<file path="src/rtl/axi_stat_cnt_bank.sv">
// Bank of per-channel event counters with sticky overflow
// and a registered read-to-clear status port.
module axi_stat_cnt_bank #(
  parameter int NUM_CH   = 4,
  parameter int CNT_W    = 10,
  parameter int SAT_MODE = 0,
  parameter int SEL_W    = 5
) (
  input  logic              clk,
  input  logic              rst,
  input  logic [NUM_CH-1:0] ev,
  input  logic [NUM_CH-1:0] cnt_en,
  input  logic              rd_en,
  input  logic [SEL_W-1:0]  rd_sel,
  output logic [31:0]       rdata,
  output logic              rvalid,
  output logic              ovf_any
);

  logic [CNT_W-1:0] cnt [NUM_CH];
  logic             ovf [NUM_CH];
  logic             rd_ok;
  logic [31:0]      rd_word;
  logic             ovf_or;

  assign rd_ok = {1'b0, rd_sel} < (SEL_W+1)'(NUM_CH);

  for (genvar i = 0; i < NUM_CH; i++) begin : g_ch
    logic hit;
    logic inc;
    logic at_max;

    assign hit    = rd_en && rd_ok
                 && (rd_sel == SEL_W'(i));
    assign inc    = ev[i] & cnt_en[i];
    // all-ones compare, not carry-out
    assign at_max = &cnt[i];

    always_ff @(posedge clk) begin
      if (rst) begin
        cnt[i] <= '0;
        ovf[i] <= 1'b0;
      end else if (hit) begin
        // a coincident event survives the clear
        cnt[i] <= CNT_W'(inc);
        ovf[i] <= 1'b0;
      end else if (inc) begin
        if (at_max) begin
          cnt[i] <= (SAT_MODE != 0) ? cnt[i] : '0;
          ovf[i] <= 1'b1;
        end else begin
          cnt[i] <= cnt[i] + CNT_W'(1);
        end
      end
    end
  end

  always_comb begin
    rd_word = '0;
    ovf_or  = 1'b0;
    for (int k = 0; k < NUM_CH; k++) begin
      ovf_or = ovf_or | ovf[k];
      if (rd_ok && rd_sel == SEL_W'(k)) begin
        rd_word[31]        = ovf[k];
        rd_word[CNT_W-1:0] = cnt[k];
      end
    end
  end

  always_ff @(posedge clk) begin
    if (rst) begin
      rdata   <= '0;
      rvalid  <= 1'b0;
      ovf_any <= 1'b0;
    end else begin
      rvalid  <= rd_en;
      ovf_any <= ovf_or;
      if (rd_en) begin
        rdata <= rd_word;
      end
    end
  end

endmodule
</file>
<file path="config.mk">
export PLATFORM = sky130hd
export DESIGN_NAME = axi_stat_cnt_bank
export DESIGN_NICKNAME = d
export VERILOG_FILES = /design/src/rtl/axi_stat_cnt_bank.sv
export SDC_FILE = /design/constraint.sdc
export NUM_CORES = 1
export LEC_CHECK = 0
export BUFFER_PORTS_ARGS = -buffer_cell sky130_fd_sc_hd__clkbuf_2
export CORE_MARGIN = 3
export CORE_UTILIZATION = 45
export CTS_CLUSTER_SIZE = 10
export DETAILED_ROUTE_END_ITERATION = 8
export PLACE_DENSITY = 0.65
export SLEW_MARGIN = 20
export SYNTH_ARGS = -nofsm -noshare
export SYNTH_HDL_FRONTEND = slang
export SYNTH_SLANG_ARGS = --single-unit
</file>
<file path="constraint.sdc">
create_clock -name clk -period 2.3 [get_ports clk]
set_input_delay 0.345 -clock clk [delete_from_list [all_inputs] [get_ports clk]]
set_output_delay 0.345 -clock clk [all_outputs]
set_load 0.01 [all_outputs]
</file>
Word level (Yosys, flattened, before mapping)
Memory sizes are Yosys's and may differ from the RTL's.
Index checks and enable logic that the tools add are counted.
{"block": "totals", "ram_bits": 44, "out_inout_bits": 34, "regBits": 13, "n_memories": 2}
{"name": "cnt", "depth": 4, "word_bits": 10, "rd": 4, "rd_clocked_by_memory_dff": 0, "wr": 4, "line_no": "20", "source": "logic [CNT_W-1:0] cnt [NUM_CH];"}
{"name": "ovf", "depth": 4, "word_bits": 1, "rd": 4, "rd_clocked_by_memory_dff": 0, "wr": 4, "line_no": "21", "source": "logic ovf [NUM_CH];"}
{"block": "op_classes", "addsub": 4, "muxes": 82, "bitwise_logic": 27, "magnitude_cmp": 1, "n_reduce_logical": 14, "eq_ne": 3}
{"operator": "10-bit two-way mux", "count": 16}
{"operator": "1-bit two-way mux", "count": 66}
{"operator": "10-bit by 1-bit adder with 10-bit output, second input constant", "count": 4}
{"operator": "10-bit AND reduction", "count": 4}
{"operator": "1-bit bitwise OR", "count": 23}
{"operator": "5-bit by 2-bit == test with 1-bit output, second input constant", "count": 2}
{"operator": "1-bit logical AND", "count": 9}
{"operator": "5-bit by 1-bit == test with 1-bit output, second input constant", "count": 1}
{"operator": "5-bit logical NOT", "count": 1}
{"operator": "5-bit by 3-bit less-than comparator with 1-bit output, second input constant", "count": 1}
{"operator": "1-bit bitwise AND", "count": 4}

Longest topological paths before layout
{"block": "logic_depth", "depth_word": 9, "mapped_depth": 5, "mapped_depth_nobuf": 4}

Worst setup path before layout
OpenSTA, ideal clock, no wires.
{"block": "synth_path", "kind": "register to register", "startpoint": "memory cnt[0][0]", "endpoint": "memory cnt[0][0] (data pin)", "path_slack_ns": 0.645, "path_stages_with_launch": 6, "arrival_ns": 1.467, "period_less_slack_ns": 1.655, "n_path_buf": 1, "path_cell_list": "edfxtp_1 ha_1 and4_1 and3_1 clkbuf_1 o41ai_1"}
{"item": "from (decl)", "line_no": "20"}

==> reports/results.tsv <==
metric	value	unit
clock-pin slew on the worst setup and hold paths	0.07	ns
final hold slack	0.270	ns
Clock Tree Root	sky130_fd_sc_hd__clkbuf_8	
die width	94.8	µm
leakage dissipation	1.30	nW
Die ar.	8980	µm²
Clock Path Buffers	2	
worst rel slew slack	56.9	%
setup bufs post-CTS	0	
Hold Vio Cnt, Final	0	
initial drt markers	180	
Post-Syn Area per Cell	9.64	µm²
count of antenna-violating nets left after detailed routing	0	
Period minus WS final	1.85	ns
met3 track utilization from global routing	3.82	%
Synth Warn #	0	
Top-Level Pins	50	
Post-Synthesis Cell Area	3550	µm²
global-route wire length before repair	13200	µm
Critical Path RT	2.33	ns
count of final setup violators	0	
highest clock frequency the design can meet	541	MHz
number of antenna violations at the first check in global routing	0	
total overflow reported by the global router	0	
Crit Path Max Fanout	8	
classification of the worst setup path	reg2reg	
number of cell rows	31	
Worst-Skew Late Latency	0.34	ns
number of enable flip-flop cells after synthesis	44	
Post-Layout Inst Area	3890	µm²
arrival time worst endpoint	1.88	ns
initial standard-cell utilization of the core	47.6	%
CTS sink cnt	57	
total power density per cell area	641	nW/µm²
vias per std cell	5.81	
global placement routability congestion	0.857	
RSZ-0062 raised after global routing	no	
antenna cells	0	
async set-reset flop share out of synthesis	0	%
clock tree from TritonCTS	yes	
core outline area	7450	µm²
worst setup skew after layout	0.0124	ns
Detailed Route WL	8110	µm
die extent in y	94.8	µm
post-cts hold buffer count	0	
kind of start point of the critical path	register	
total number of nets in the final design	411	
Post-Route Setup TNS	0	ns
final cycle utilization of the critical path	80.3	%
detailed-placement wirelength estimate	5920	µm
gate count of the mapped netlist	368	
MaxCap Viol Count	0	
most utilized layer in the global route result	met2	
area of placed instances	3680	µm²
Post-route DRC	0	
H-tree Lvls	3	
reg2reg path depth	4	
total CTS buffers	9	
fraction of layout cells with a size suffix above 1	14.2	%
area share of the leading cell type in the synthesized netlist	37.2	%
met2 track utilization from global routing	29.2	%
maximum number of pins on one net before global-route repair	34	
Layout area overhead	9.70	%
path type of the worst min-delay path	in2reg	
Routed WL per cell	16.4	µm
max-slew violation count	0	
dominant cell type by area after synthesis	sky130_fd_sc_hd__edfxtp_1	
library cells used by synthesis	42	
total of fill cells in the finished design	677	
All-Layer GR Usage	19.1	%
met1 Usage GRT	26.1	%
Min-Delay Path Depth	2	
Worst Max-Slew Pin Slew	0.645	ns
result of the run	finished, final reports clean	
number of cells upsized or downsized after cts	0	
sequential share of the synthesized area	44.6	%
iteration count of the initial detailed-routing pass	4	
input/output buffers	28	
IR Drop Worst-Case VDD	0.299	mV
routed via count	2872	
synthesized flop and latch total	57	
Main synth FF type	sky130_fd_sc_hd__edfxtp_1	
Crit. End Element	register	
via count of the first global-routing pass	2640	
cell types with the largest area share after synthesis	sky130_fd_sc_hd__edfxtp_1 37%, sky130_fd_sc_hd__dfxtp_1 7.3%, sky130_fd_sc_hd__buf_4 4.9%, sky130_fd_sc_hd__or3_1 4.4%, sky130_fd_sc_hd__nor2b_1 4.2%	
critical path: stages (launching register included):
cell and delay, ns:
sky130_fd_sc_hd__edfxtp_1 0.47, sky130_fd_sc_hd__ha_1 0.22, sky130_fd_sc_hd__nand3_1 0.22, sky130_fd_sc_hd__or3_1 0.45, sky130_fd_sc_hd__o21ai_0 0.19
metrics by stage:
| stage | total power, mW | util (%) | worst slack (ns) | cells |
|---|---|---|---|---|
| final | 2.49 | 52.3 | 0.453 | 494 |
| after global placement | 1.49 | 49.5 | 0.445 | 479 |
| after global routing | 2.60 | 52.3 | 0.303 | 494 |
| after CTS | 2.50 | 52.3 | 0.448 | 494 |
| after floorplan | 1.44 | - | 0.645 | 388 |
| after detailed placement | 1.50 | 49.5 | 0.398 | 479 |
logic make-up after synthesis:
family / share of synthesized area [%]
buffers and inverters: 8.04
other: 0.106
adders and majority gates: 1.41
xor gates and xnor gates: 2.96
AOI/OAI and AO/OA: 16.1
and+or+nand+nor: 26.8
DFF: 44.6
metal layers:
layer / vias to the layer above / wire, µm
li1: 1436 / -
met1: 1339 / 3840
met2: 83 / 3660
met3: 14 / 468
met4: 0 / 143
met5: - / 0
path summary, 6_finish.rpt:
check / from / to / slack [ns]
min: rd_en / rvalid / 0.27
max reg2reg: cnt[2][0] / ovf[2] / 0.45
max: cnt[2][0] / ovf[2] / 0.45
min reg2reg: rdata[0] / rdata[0] / 0.48
where the power goes:
group          total (mW)  internal, mW  switching, mW
clock                1.02         0.598          0.417
sequential           1.24          1.17         0.0757
combinational       0.235        0.0852          0.150
area by class of cell:
cell class | instances | area [µm²] | area share, %
clock buffers | 9 | 124 | 3.18
clock inverters | 6 | 83.8 | 2.15
inverters | 8 | 30.0 | 0.772
multi-input cells | 280 | 1760 | 45.1
flip-flops and latches | 57 | 1580 | 40.6
well taps | 99 | 124 | 3.18
repair buffers | 35 | 193 | 4.95
sequential cells by signal, indices dropped and copies added (netlist names):
signal	flops
cnt	40
rvalid	1
rdata	11
ovf	4
ovf_any	1
synth_stat cells (all sizes together), types with 2 or more instances:
cell type and count:
edfxtp 44, buf 29, nand2 29, or3 25
nor2b 24, nand4 20, nand3 19, o21ai 15
a211oi 14, clkbuf 14, dfxtp 13, nor2 11
o211ai 11, o221ai 11, o31ai 11, nor3 10
a21oi 9, or4 9, inv 8, xor2 7
xnor2 5, and4 4, ha 4, nor3b 4
a31oi 3, a311o 2, and3 2
cells in the final DEF (no fill, tap or decap), drive strengths merged, types with 3 or more instances in the layout:
cell,count
a211oi,14
a21oi,9
a31oi,3
and4,4
buf,7
clkbuf,37
conb,21
dfxtp,13
edfxtp,44
ha,4
inv,8
nand2,29
nand3,19
nand4,20
nor2,11
nor2b,24
nor3,10
nor3b,4
o211ai,11
o21ai,15
o221ai,11
o31ai,11
or3,25
or4,9
xnor2,5
xor2,7
Power figures use the tool's default switching activity.
